**src/rtl/draw_pkg.sv**
```systemverilog
// draw_pkg: shared types and constants for the draw sequencer.
//   op_t    - command opcodes (CLEAR, REULEAUX, two illegal codes)
//   state_t - sequencer FSM states
//   cmd_t   - one queued command {op, colour, x, y, diam}
//   SCREEN_W / SCREEN_H - visible raster size (160x120)
package draw_pkg;

  typedef enum logic [1:0] {
    OP_CLEAR    = 2'd0,
    OP_REULEAUX = 2'd1,
    OP_BAD2     = 2'd2,
    OP_BAD3     = 2'd3
  } op_t;

  typedef enum logic [1:0] {
    S_IDLE    = 2'd0,
    S_LAUNCH  = 2'd1,
    S_RUN     = 2'd2,
    S_RELEASE = 2'd3
  } state_t;

  typedef struct packed {
    op_t        op;
    logic [2:0] colour;
    logic [7:0] x;
    logic [6:0] y;
    logic [7:0] diam;
  } cmd_t;

  localparam logic [7:0] SCREEN_W = 8'd160;
  localparam logic [6:0] SCREEN_H = 7'd120;

endpackage

```
**src/rtl/cmd_fifo.sv**
```systemverilog
// cmd_fifo: synchronous command FIFO, DEPTH entries (power of two).
// Ports:
//   clk, rst          - clock, asynchronous active-high reset (empties FIFO)
//   push, push_data   - write request; ignored while full
//   pop               - read request; ignored while empty
//   pop_data          - current head entry (valid while !empty)
//   empty, full       - occupancy flags, derived from registered count
module cmd_fifo
  import draw_pkg::*;
#(
  parameter int  DEPTH = 4,
  parameter type T     = cmd_t
) (
  input  logic clk,
  input  logic rst,
  input  logic push,
  input  T     push_data,
  input  logic pop,
  output T     pop_data,
  output logic empty,
  output logic full
);

  localparam int PTR_W = $clog2(DEPTH);
  localparam int CNT_W = PTR_W + 1;
  localparam logic [CNT_W-1:0] FULL_CNT = CNT_W'(DEPTH);

  T               mem_r [DEPTH];
  logic [PTR_W-1:0] wr_ptr_r;
  logic [PTR_W-1:0] rd_ptr_r;
  logic [CNT_W-1:0] count_r;
  logic           do_push;
  logic           do_pop;

  // Guard both ports so overflow and underflow cannot occur.
  assign do_push  = push && !full;
  assign do_pop   = pop && !empty;
  assign empty    = (count_r == '0);
  assign full     = (count_r == FULL_CNT);
  assign pop_data = mem_r[rd_ptr_r];

  // Storage, pointers (wrap naturally at power-of-two depth) and occupancy.
  always_ff @(posedge clk or posedge rst) begin
    if (rst) begin
      wr_ptr_r <= '0;
      rd_ptr_r <= '0;
      count_r  <= '0;
      for (int i = 0; i < DEPTH; i++) mem_r[i] <= '0;
    end else begin
      if (do_push) begin
        mem_r[wr_ptr_r] <= push_data;
        wr_ptr_r        <= wr_ptr_r + PTR_W'(1);
      end
      if (do_pop) begin
        rd_ptr_r <= rd_ptr_r + PTR_W'(1);
      end
      case ({do_push, do_pop})
        2'b10:   count_r <= count_r + CNT_W'(1);
        2'b01:   count_r <= count_r - CNT_W'(1);
        default: count_r <= count_r;
      endcase
    end
  end

endmodule

```
**src/rtl/draw_sequencer.sv**
```systemverilog
// draw_sequencer: queues draw commands and runs them one at a time on either
// the screen-fill engine (CLEAR) or the reuleaux engine (REULEAUX), muxing the
// active engine's pixel stream onto the vga_adapter pixel port.
// Ports:
//   clk, rst                          - clock, async active-high reset
//   cmd_valid/cmd_ready, cmd_*        - command handshake and fields
//   busy, err                         - activity flag, sticky bad-opcode flag
//   fill_start/colour/done, fill_*    - fill engine control and pixel stream
//   shp_start/colour/cx/cy/diam/done  - reuleaux engine control and arguments
//   shp_x/y/vcol/plot                 - reuleaux engine pixel stream
//   vga_x/y/colour/plot               - pixel port (160x120)
// Build option: define DRAW_SEQ_CLIP_EN to suppress vga_plot for pixels
// outside the 160x120 raster (coordinates and colour still pass through).
module draw_sequencer
  import draw_pkg::*;
#(
  parameter int FIFO_DEPTH = 4
) (
  input  logic       clk,
  input  logic       rst,
  input  logic       cmd_valid,
  output logic       cmd_ready,
  input  logic [1:0] cmd_op,
  input  logic [2:0] cmd_colour,
  input  logic [7:0] cmd_x,
  input  logic [6:0] cmd_y,
  input  logic [7:0] cmd_diam,
  output logic       busy,
  output logic       err,
  output logic       fill_start,
  output logic [2:0] fill_colour,
  input  logic       fill_done,
  input  logic [7:0] fill_x,
  input  logic [6:0] fill_y,
  input  logic [2:0] fill_vcol,
  input  logic       fill_plot,
  output logic       shp_start,
  output logic [2:0] shp_colour,
  output logic [7:0] shp_cx,
  output logic [6:0] shp_cy,
  output logic [7:0] shp_diam,
  input  logic       shp_done,
  input  logic [7:0] shp_x,
  input  logic [6:0] shp_y,
  input  logic [2:0] shp_vcol,
  input  logic       shp_plot,
  output logic [7:0] vga_x,
  output logic [6:0] vga_y,
  output logic [2:0] vga_colour,
  output logic       vga_plot
);

  state_t     state_r;
  op_t        op_r;
  logic [2:0] colour_r;
  logic [7:0] x_r;
  logic [6:0] y_r;
  logic [7:0] diam_r;

  cmd_t       push_cmd;
  cmd_t       head;
  logic       fifo_empty;
  logic       fifo_full;
  logic       pop;
  logic       done_sel;
  logic [7:0] sel_x;
  logic [6:0] sel_y;
  logic [2:0] sel_col;
  logic       sel_plot;

  assign push_cmd = '{op: op_t'(cmd_op), colour: cmd_colour, x: cmd_x,
                      y: cmd_y, diam: cmd_diam};

  cmd_fifo #(
    .DEPTH (FIFO_DEPTH),
    .T     (cmd_t)
  ) u_cmd_fifo (
    .clk       (clk),
    .rst       (rst),
    .push      (cmd_valid && cmd_ready),
    .push_data (push_cmd),
    .pop       (pop),
    .pop_data  (head),
    .empty     (fifo_empty),
    .full      (fifo_full)
  );

  assign cmd_ready = !fifo_full;
  assign busy      = (state_r != S_IDLE) || !fifo_empty;
  assign pop       = (state_r == S_LAUNCH);
  // Only the selected engine's done can end a command.
  assign done_sel  = (op_r == OP_CLEAR) ? fill_done : shp_done;

  assign fill_colour = colour_r;
  assign shp_colour  = colour_r;
  assign shp_cx      = x_r;
  assign shp_cy      = y_r;
  assign shp_diam    = diam_r;

  // Sequencer FSM: launch head command, hold start until done, one-cycle release.
  always_ff @(posedge clk or posedge rst) begin
    if (rst) begin
      state_r    <= S_IDLE;
      op_r       <= OP_CLEAR;
      colour_r   <= 3'd0;
      x_r        <= 8'd0;
      y_r        <= 7'd0;
      diam_r     <= 8'd0;
      fill_start <= 1'b0;
      shp_start  <= 1'b0;
      err        <= 1'b0;
    end else begin
      case (state_r)
        S_IDLE: begin
          if (!fifo_empty) state_r <= S_LAUNCH;
          else             state_r <= S_IDLE;
        end
        S_LAUNCH: begin
          op_r     <= head.op;
          colour_r <= head.colour;
          x_r      <= head.x;
          y_r      <= head.y;
          diam_r   <= head.diam;
          case (head.op)
            OP_CLEAR: begin
              fill_start <= 1'b1;
              state_r    <= S_RUN;
            end
            OP_REULEAUX: begin
              shp_start <= 1'b1;
              state_r   <= S_RUN;
            end
            default: begin
              err     <= 1'b1;
              state_r <= S_IDLE;
            end
          endcase
        end
        S_RUN: begin
          if (done_sel) begin
            fill_start <= 1'b0;
            shp_start  <= 1'b0;
            state_r    <= S_RELEASE;
          end else begin
            state_r <= S_RUN;
          end
        end
        S_RELEASE: state_r <= S_IDLE;
        default: begin
          fill_start <= 1'b0;
          shp_start  <= 1'b0;
          state_r    <= S_IDLE;
        end
      endcase
    end
  end

  // Pixel mux: mirror the running engine's stream, otherwise drive zeros.
  always_comb begin
    sel_x    = 8'd0;
    sel_y    = 7'd0;
    sel_col  = 3'd0;
    sel_plot = 1'b0;
    if (state_r == S_RUN) begin
      if (op_r == OP_CLEAR) begin
        sel_x    = fill_x;
        sel_y    = fill_y;
        sel_col  = fill_vcol;
        sel_plot = fill_plot;
      end else begin
        sel_x    = shp_x;
        sel_y    = shp_y;
        sel_col  = shp_vcol;
        sel_plot = shp_plot;
      end
    end else begin
      sel_plot = 1'b0;
    end
  end

  assign vga_x      = sel_x;
  assign vga_y      = sel_y;
  assign vga_colour = sel_col;
`ifdef DRAW_SEQ_CLIP_EN
  assign vga_plot = sel_plot && (sel_x < SCREEN_W) && (sel_y < SCREEN_H);
`else
  assign vga_plot = sel_plot;
`endif

endmodule

```
**config.mk**
```make
export PLATFORM = sky130hd
export DESIGN_NAME = draw_sequencer
export DESIGN_NICKNAME = d
export VERILOG_FILES = /design/src/rtl/draw_pkg.sv /design/src/rtl/cmd_fifo.sv /design/src/rtl/draw_sequencer.sv
export SDC_FILE = /design/constraint.sdc
export NUM_CORES = 1
export LEC_CHECK = 0
export ABC_AREA = 1
export CORE_MARGIN = 5
export CORE_UTILIZATION = 50
export DETAILED_ROUTE_END_ITERATION = 12
export GPL_TIMING_DRIVEN = 0
export PLACE_DENSITY = 0.72
export SYNTH_ARGS = -nofsm -noshare
export SYNTH_HDL_FRONTEND = slang
export SYNTH_SLANG_ARGS = --single-unit
```
**constraint.sdc**
```tcl
create_clock -name clk -period 6.1 [get_ports clk]
set_clock_uncertainty 0.2 [all_clocks]
set_input_delay 1.22 -clock clk [delete_from_list [all_inputs] [get_ports clk]]
set_output_delay 1.22 -clock clk [all_outputs]
set_load 0.03 [all_outputs]
```
### After elaboration in Yosys (flattened, before gate mapping)

Index checks and enable logic that the tools add are counted.

| cells by class | value |
|---|---|
| add/subtract/negate cells | 4 |
| $mul | 0 |
| divide/modulo/power cells | 0 |
| order comparisons | 3 |
| eq/ne operators | 10 |
| shifts and indexed selects | 0 |
| multiplexer cells | 25 |
| bitwise gates (word level) | 3 |
| reduce and logical (&&, ||, !) cells | 18 |

Operators with widths:

| operator | count |
|---|---|
| $bwmux 112 | 1 |
| $mux 28 | 3 |
| $bmux 28 s2 | 1 |
| $demux 28 s2 | 1 |
| $mux 8 | 2 |
| $mux 7 | 2 |
| $mux 1 | 8 |
| $pmux 2 s4 | 1 |
| $eq 2x1->1 const B | 3 |
| $eq 2x2->1 const B | 3 |
| $ge 3x3->1 const B | 2 |
| $logic_not 2->1 | 3 |
| $mux 3 | 2 |
| $ne 2x2->1 const B | 3 |
| $not 2->3 | 2 |
| $pmux 3 s2 | 1 |
| $reduce_and 3->1 | 2 |
| $reduce_bool 2->1 | 3 |
| $add 2x1->2 const B | 2 |
| $logic_and 1x1->1 | 4 |
| $pmux 1 s2 | 2 |
| $add 3x1->3 const B | 1 |
| $eq 3x3->1 const B | 1 |
| $logic_not 3->1 | 1 |
| 8 further kinds | 9 |

| word-level totals | value |
|---|---|
| bits in registers | 152 |
| latch bits | 0 |
| bits in writable memories | 0 |
| bits in read-only memories | 0 |
| input bits | 71 |
| output and inout port bits | 53 |
| logic and storage cells | 95 |
| memories kept | 0 |

### Longest topological paths before layout

Gate-level depths: netlist of the first run.

| logic depth | value |
|---|---|
| depth in word-level cells | 8 |
| mapped depth | 10 |
| depth with buffers taken out | 10 |

### Hierarchy

From an unflattened synthesis of the first run, not the netlist that was laid out.

| unflattened totals | value |
|---|---|
| cells, all modules | 967 |
| area total of the unflattened synthesis | 7599.8 µm² |

By module, submodules not included:

| module | instances | cells an instance | area each (µm²) |
|---|---|---|---|
| cmd_fifo | 1 | 741 | 5930.7 |
| draw_sequencer | 1 | 226 | 1669.1 |

### Least setup slack after synthesis of the first run

Ideal clock, no wire load.

| timing | value |
|---|---|
| path type | input -> output |
| start | input port shp_vcol[0] |
| end | output port vga_colour[0] |
| arrival | 1.703 ns |
| data required time | 4.680 ns |
| slack | 2.977 ns |
| cell stages on the path | 2 |
| cells stage by stage | o21ai_0 nor2_1 |

| on the way | value |
|---|---|
| word-level cells in the longest chain between the ends | 2 |

RTL lines:

| item | line | source |
|---|---|---|
| from (decl) | draw_sequencer.sv:45 | `input logic [2:0] shp_vcol,` |
| $mux 3 | draw_sequencer.sv:165 | `if (op_r == OP_CLEAR) begin` |
| $mux 3 | draw_sequencer.sv:164 | `if (state_r == S_RUN) begin` |
| to (decl) | draw_sequencer.sv:49 | `output logic [2:0] vga_colour,` |

No other way between the ends.

### Final worst setup path of the first run

Ends and elaborated chain as after synthesis.

==> results_dict.tcl, run 1 <==
set metrics [dict create \
    outcome "finished clean" \
    dieWidth_um 129.1 \
    rr_endpoint "u_cmd_fifo.count_r[2]" \
    fin_crit_ns 3.971 \
    cts_htree_levels 4 \
    synth_nets 892 \
    vias_per_cell 5.361 \
    synth_cell_types 27 \
    nets 1036 \
    cts.clk_slew.worst_paths_ns 0.06 \
    min_from "err" \
    start_util_pct 51.10 \
    vias 6160 \
    finalCritPeriodShare_pct 65.09 \
    arrival_ns 2.55 \
    fmax_mhz 251.8 \
    grt_start_max_net_pins 54 \
    hold_buffers 0 \
    yosysSeqAreaShare_pct 53.62 \
    r2r.worst_path.cells 10 \
    post_cts_buffers 0 \
    avgSynthCellArea_um2 8.735 \
    fin_hold_ws_ns 0.2702 \
    clkSinkCount 152 \
    drc 0 \
    globalplace.congestion 0.7993 \
    dp_worst_setup_slack_ns 2.111 \
    chipHeight_um 129.1 \
    maxSlewHeadroom_pct 53.86 \
    post-route-worst-setup-slack_ns 2.129 \
    portBuffers 123 \
    p_int_w 0.003133 \
    final_cell_area_um2 9229 \
    worstSetupStartpointType "primary input" \
    drive_gt1_share_pct 13.00 \
    pwr-share-seq_pct 32.8 \
    cap_violations 0 \
    grt_pass1_wl_um 31810 \
    diodes 0 \
    path_class "in2out" \
    core_area_um2 13880 \
    worst_setup_path_end_kind "output pin" \
    final.setup.tns_ns 0 \
    fillerInstances 1151 \
    power_leakage_nw 4.254 \
    p_per_area_nw_per_um2 578.4 \
    synthCells 812 \
    cts_inserted_buffers 17 \
    drtIter0Drc 497 \
    cts_resized 0 \
    grtUsageTotal_pct 24.49 \
    cp.required_ns 4.68 \
    r2r_setup_slack_ns 3.92 \
    finalHoldViolations 0 \
    vdd_drop_max_v 0.0003380 \
    rows 43 \
    clockBufferDepth 2 \
    rsz0062_at_grt "false" \
    post-dp-hpwl_um 13190 \
    synth_warnings 0 \
    dr.pass1.iters 5 \
    clk_latency_ns 0.43 \
    syn_to_final_growth_pct 30.11 \
    place_area_um2 8610 \
    wire_per_inst_um 16.96 \
    p_total_w 0.005338 \
    sw_frac_of_total_pct 41.30 \
    combPwrFrac_pct 46.5 \
    report.final.slew_viol_count 0 \
    min_to "err" \
    worstMarginPinSlew_ns 0.6921 \
    die_area_um2 16670 \
    grt_overflow 0 \
    root_buffer "clkbuf_16" \
    min_path_cells 2 \
    num_io_pins 124 \
    grt_pass1_vias 6008 \
    switchingPower_w 0.002205 \
    min_path_type "reg2reg" \
    clkPwrFrac_pct 20.6 \
    worst-path-max-fanout 1 \
    drtAntennaViolNets 0 \
    cts_tree "done" \
    wl_um 19490 \
    ys_ff_latch 152 \
    antenna_found_initial 0 \
    setup_viol 0 \
    synth_area_um2 7093 \
]
## power groups by stage
| stage | combinational, W | sequential [W] | clock [W] |
|---|---|---|---|
| after floorplan | 0.00151 | 0.00189 | 0 |
| after global routing | 0.00277 | 0.00181 | 0.00116 |
| after global placement | 0.00242 | 0.00175 | 0 |
| final | 0.00248 | 0.00175 | 0.00110 |
| after CTS | 0.00249 | 0.00175 | 0.00112 |
| after detailed placement | 0.00246 | 0.00176 | 0 |
## state kept, by name, indices dropped and copies added, names as in the netlist, named ones only
register and count:
shp_start 1, op_r 2, u_cmd_fifo.mem_r 112, u_cmd_fifo.wr_ptr_r 2
u_cmd_fifo.count_r 3, fill_start 1, err 1, shp_cx 8
fill_colour 3, shp_diam 8, u_cmd_fifo.rd_ptr_r 2, state_r 1
shp_cy 7
## worst max-delay path, cell delays in order
cell and delay (ns):
clkdlybuf4s50_1 0.45, o21ai_0 0.08, nor2_1 0.10, clkdlybuf4s50_1 0.69
## worst max-delay path by stage
| stage | startpoint | to | slack, ns | depth (start not counted) |
|---|---|---|---|---|
| floorplan | rst | asynchronous set/reset pin | 0.59 | 1 |
| global placement | rst | u_cmd_fifo.mem_r[57] | -1.54 | 2 |
| detailed placement | shp_x[5] | vga_x[5] | 2.11 | 4 |
| CTS | shp_x[5] | vga_x[5] | 2.11 | 4 |
| global route | shp_x[6] | vga_x[6] | 2.04 | 4 |
| finish | shp_vcol[0] | vga_colour[0] | 2.13 | 4 |
## cells by family after synthesis
logic type / count (synthesis) / synth area share (%)
DFF: 152 / 53.63
AOI/OAI and AO/OA: 218 / 17.94
buffers and inverters: 102 / 8.203
and+or+nand+nor: 327 / 18.05
adders and majority gates: 9 / 1.693
xor gates and xnor gates: 4 / 0.4940
## area by class of cell
type | instances | area (µm²) | area share, %
flip-flops and latches | 152 | 3804 | 41.21
inverters | 46 | 180.2 | 1.952
plain buffers | 56 | 406.6 | 4.406
clock inverters | 14 | 180.2 | 1.952
clock buffers | 18 | 439.2 | 4.759
multi-input cells | 558 | 2708 | 29.34
repair buffers | 125 | 1286 | 13.94
well taps | 180 | 225.2 | 2.440
## synthesized netlist by cell type
cell      instances  area share, %
nor2_1          172            9.1
dfrtp_1         152             54
nand2_1         135            7.1
o21ai_0         107            7.5
o21ai_1          43            3.0
inv_1            41            2.2
o21ai_2          39            4.8
a31oi_1          26            2.3
buf_6            20            3.2
clkbuf_1         13           0.69
buf_2            12           0.85
nand3_1          11           0.78
buf_4             8           0.85
ha_1              8            1.4
inv_2             4           0.21
nand2_2           4           0.35
nand4_1           3           0.26
xor2_1            3           0.37
a21oi_1           2           0.14
buf_1             2           0.11
clkbuf_2          1          0.070
fa_1              1           0.28
inv_4             1          0.088
nand2_4           1           0.16
nand3_4           1           0.25
o21a_1            1           0.11
xnor2_1           1           0.12
## layout by cell type, fill, tap and decap left out, types with 11 or more instances in the layout
| cell | n |
|---|---|
| clkbuf_16 | 17 |
| dfrtp_1 | 152 |
| buf_6 | 20 |
| buf_2 | 12 |
| nor2_1 | 172 |
| clkbuf_1 | 13 |
| nand3_1 | 11 |
| o21ai_2 | 39 |
| a31oi_1 | 26 |
| o21ai_1 | 43 |
| inv_1 | 40 |
| o21ai_0 | 107 |
| clkdlybuf4s50_1 | 123 |
| nand2_1 | 135 |
## routing by layer
| metal | wire length [µm] | track usage (%) | share of wire (%) | vias up |
|---|---|---|---|---|
| met4 | 374 | 8.215 | 1.9 | 0 |
| li1 | - | - | - | 2938 |
| met5 | 0 | 0 | 0 | - |
| met2 | 9425 | 40.30 | 48 | 231 |
| met3 | 1297 | 5.153 | 6.7 | 35 |
| met1 | 8395 | 32.48 | 43 | 2956 |
## metrics by stage
stage          utilization (%)  cells
4_1_cts                  66.49   1149
3_5_place_dp             62.02   1117
6_report                 66.49   1149
5_1_grt                  66.49   1149
2_1_floorplan                -    812
3_3_place_gp             61.59   1115
No activity file was read; power rests on OpenSTA's default activity.
==> inputs of run 2 (changes only) <==
--- a/config.mk
+++ b/config.mk
@@ -7,10 +7,10 @@
 export LEC_CHECK = 0
 export ABC_AREA = 1
 export CORE_MARGIN = 5
-export CORE_UTILIZATION = 50
+export CORE_UTILIZATION = 48
 export DETAILED_ROUTE_END_ITERATION = 12
 export GPL_TIMING_DRIVEN = 0
-export PLACE_DENSITY = 0.72
+export PLACE_DENSITY = 0.73
 export SYNTH_ARGS = -nofsm -noshare
 export SYNTH_HDL_FRONTEND = slang
 export SYNTH_SLANG_ARGS = --single-unit
==> constraint.sdc (replaced) <==
create_clock -name clk -period 3.45 [get_ports clk]
set_clock_uncertainty 0.2 [all_clocks]
set_input_delay 0.69 -clock clk [delete_from_list [all_inputs] [get_ports clk]]
set_output_delay 0.69 -clock clk [all_outputs]
set_load 0.03 [all_outputs]
==> run 2 against run 1 <==
Utilization decreased by 3.0 points; routed wire length fell by 0.90%; worst setup slack worse by 1.9 ns; global-route usage shrank 1.7 points; final area hardly changed; sequential share of layout area about the same; power is 76% higher; critical path depth increased by 2; clock-buffer cell count rose by 5; non-clock buffer count grew 1; hold slack lost 0.0045 ns; critical endpoint is now vga_y[1]; largest cell class unchanged; highest routed layer unchanged.
==> results_dict.tcl, run 2 (synthesis gave the netlist of run 1 again) <==
set metrics [dict create \
    outcome "finished clean" \
    clkSinkCount 152 \
    rsz0062_at_grt "false" \
    nets 1037 \
    portBuffers 123 \
    worst_setup_path_end_kind "output pin" \
    maxSlewHeadroom_pct 55.38 \
    finalCritPeriodShare_pct 94.20 \
    power_leakage_nw 4.243 \
    final_cell_area_um2 9234 \
    vias 6117 \
    min_path_cells 2 \
    post-dp-hpwl_um 13440 \
    cts.clk_slew.worst_paths_ns 0.06 \
    grt_pass1_vias 6090 \
    grtUsageTotal_pct 22.76 \
    place_area_um2 8638 \
    fin_crit_ns 3.250 \
    grt_pass1_wl_um 31930 \
    drtIter0Drc 535 \
    drc 0 \
    diodes 0 \
    dr.pass1.iters 5 \
    vias_per_cell 5.305 \
    report.final.slew_viol_count 0 \
    clk_latency_ns 0.43 \
    final_cell_mix "nor2_1 (172), dfrtp_1 (152), nand2_1 (135)" \
    setup_viol 0 \
    min_path_type "reg2reg" \
    dieWidth_um 131.6 \
    min_to "err" \
    cts_htree_levels 4 \
    cap_violations 0 \
    grt_overflow 0 \
    wire_per_inst_um 16.75 \
    syn_to_final_growth_pct 30.18 \
    min_from "err" \
    antenna_found_initial 0 \
    r2r_setup_slack_ns 1.19 \
    root_buffer "clkbuf_16" \
    largest_reg_flops 112 \
    core_area_um2 14530 \
    cts_inserted_buffers 17 \
    vdd_drop_max_v 0.0005109 \
    chipHeight_um 131.6 \
    cp.required_ns 2.56 \
    p_total_w 0.009374 \
    regMostFlops "u_cmd_fifo.mem_r" \
    fmax_mhz 307.7 \
    post_cts_buffers 0 \
    num_io_pins 124 \
    die_area_um2 17310 \
    clockBufferDepth 2 \
    start_util_pct 48.80 \
    fin_util_pct 63.53 \
    wl_um 19320 \
    r2r.worst_path.cells 10 \
    drtAntennaViolNets 0 \
    final_common_cell "nor2_1" \
    fillerInstances 1275 \
    worst-path-max-fanout 10 \
    finalHoldViolations 0 \
    rr_endpoint "u_cmd_fifo.count_r[2]" \
    final.setup.tns_ns 0 \
    worstMarginPinSlew_ns 0.6694 \
    globalplace.congestion 0.7980 \
    cts_tree "done" \
    path_class "reg2out" \
    arrival_ns 2.36 \
    drive_gt1_share_pct 12.90 \
    rows 44 \
    worstSetupStartpointType "flop" \
    grt_start_max_net_pins 37 \
    crit_path_start "state_r[0]" \
    p_per_area_nw_per_um2 1015 \
]
run 2: changes by cell type in the layout (fill, tap and decap cells not counted), sizes merged:
| cell | previous run | this run |
|---|---|---|
| clkinv | 9 | 3 |
| clkbuf | 32 | 36 |
| bufinv | 4 | 3 |
| buf | 44 | 46 |
| inv | 46 | 45 |
| clkinvlp | 1 | 3 |
run 2: report_power, final:
group / leakage, nW / internal [W] / switching (W)
combinational: 2.09 / 0.00168 / 0.00270
sequential: 1.87 / 0.00264 / 0.000462
clock: 0.289 / 0.00119 / 0.000709
run 2: critical path, cell delays in order (launching register included):
cell and delay, ns:
dfrtp_1 0.41, inv_1 0.09, ha_1 0.18, buf_1 0.31
o21ai_0 0.15, nor2_1 0.11, clkdlybuf4s50_1 0.68
run 2: layer usage:
layer  vias to the layer above  global-route usage (%)  part of all wire (%)
met5                         -                       0                     0
li1                       2931                       -                     -
met3                        30                   4.587                   6.3
met4                         0                   7.143                   1.9
met2                       226                   36.40                    46
met1                      2930                   31.46                    46
run 2: cell type report:
cell class,count,area [µm²],area share (%)
buffer,55,404.1,4.377
clock buffer,23,478.0,5.176
clock inverter,8,120.1,1.301
inverter,46,178.9,1.938
multi-input combinational,558,2708,29.32
sequential,152,3804,41.19
tap,184,230.2,2.493
timing repair buffer,127,1311,14.20
run 2: worst max path at each step:
stage	slack (ns)	endpoint	depth (start not counted)
after global placement	-0.67	shp_cx[2]	2
after global routing	0.005	vga_x[4]	6
after CTS	0.13	vga_x[3]	6
final	0.20	vga_y[1]	6
after floorplan	0.64	asynchronous set/reset pin	1
after detailed placement	0.54	vga_x[3]	4
run 2: timing repair:
item | 4_1_cts | 5_1_grt
endpoints found under the setup margin | 0 | 2
gates resized for setup | 0 | 2
endpoints found under the hold margin | 0 | 0
hold buffers | 0 | 0
run 2: stage by stage:
| step | hold WS (ns) | instances | worst slack, ns |
|---|---|---|---|
| 2_1_floorplan | 0.2478 | 812 | 0.6431 |
| 3_3_place_gp | 0.2483 | 1119 | -0.6663 |
| 3_5_place_dp | 0.2527 | 1123 | 0.5384 |
| 4_1_cts | 0.2669 | 1154 | 0.1275 |
| 5_1_grt | 0.2817 | 1153 | 0.005445 |
| 6_report | 0.2657 | 1153 | 0.2000 |
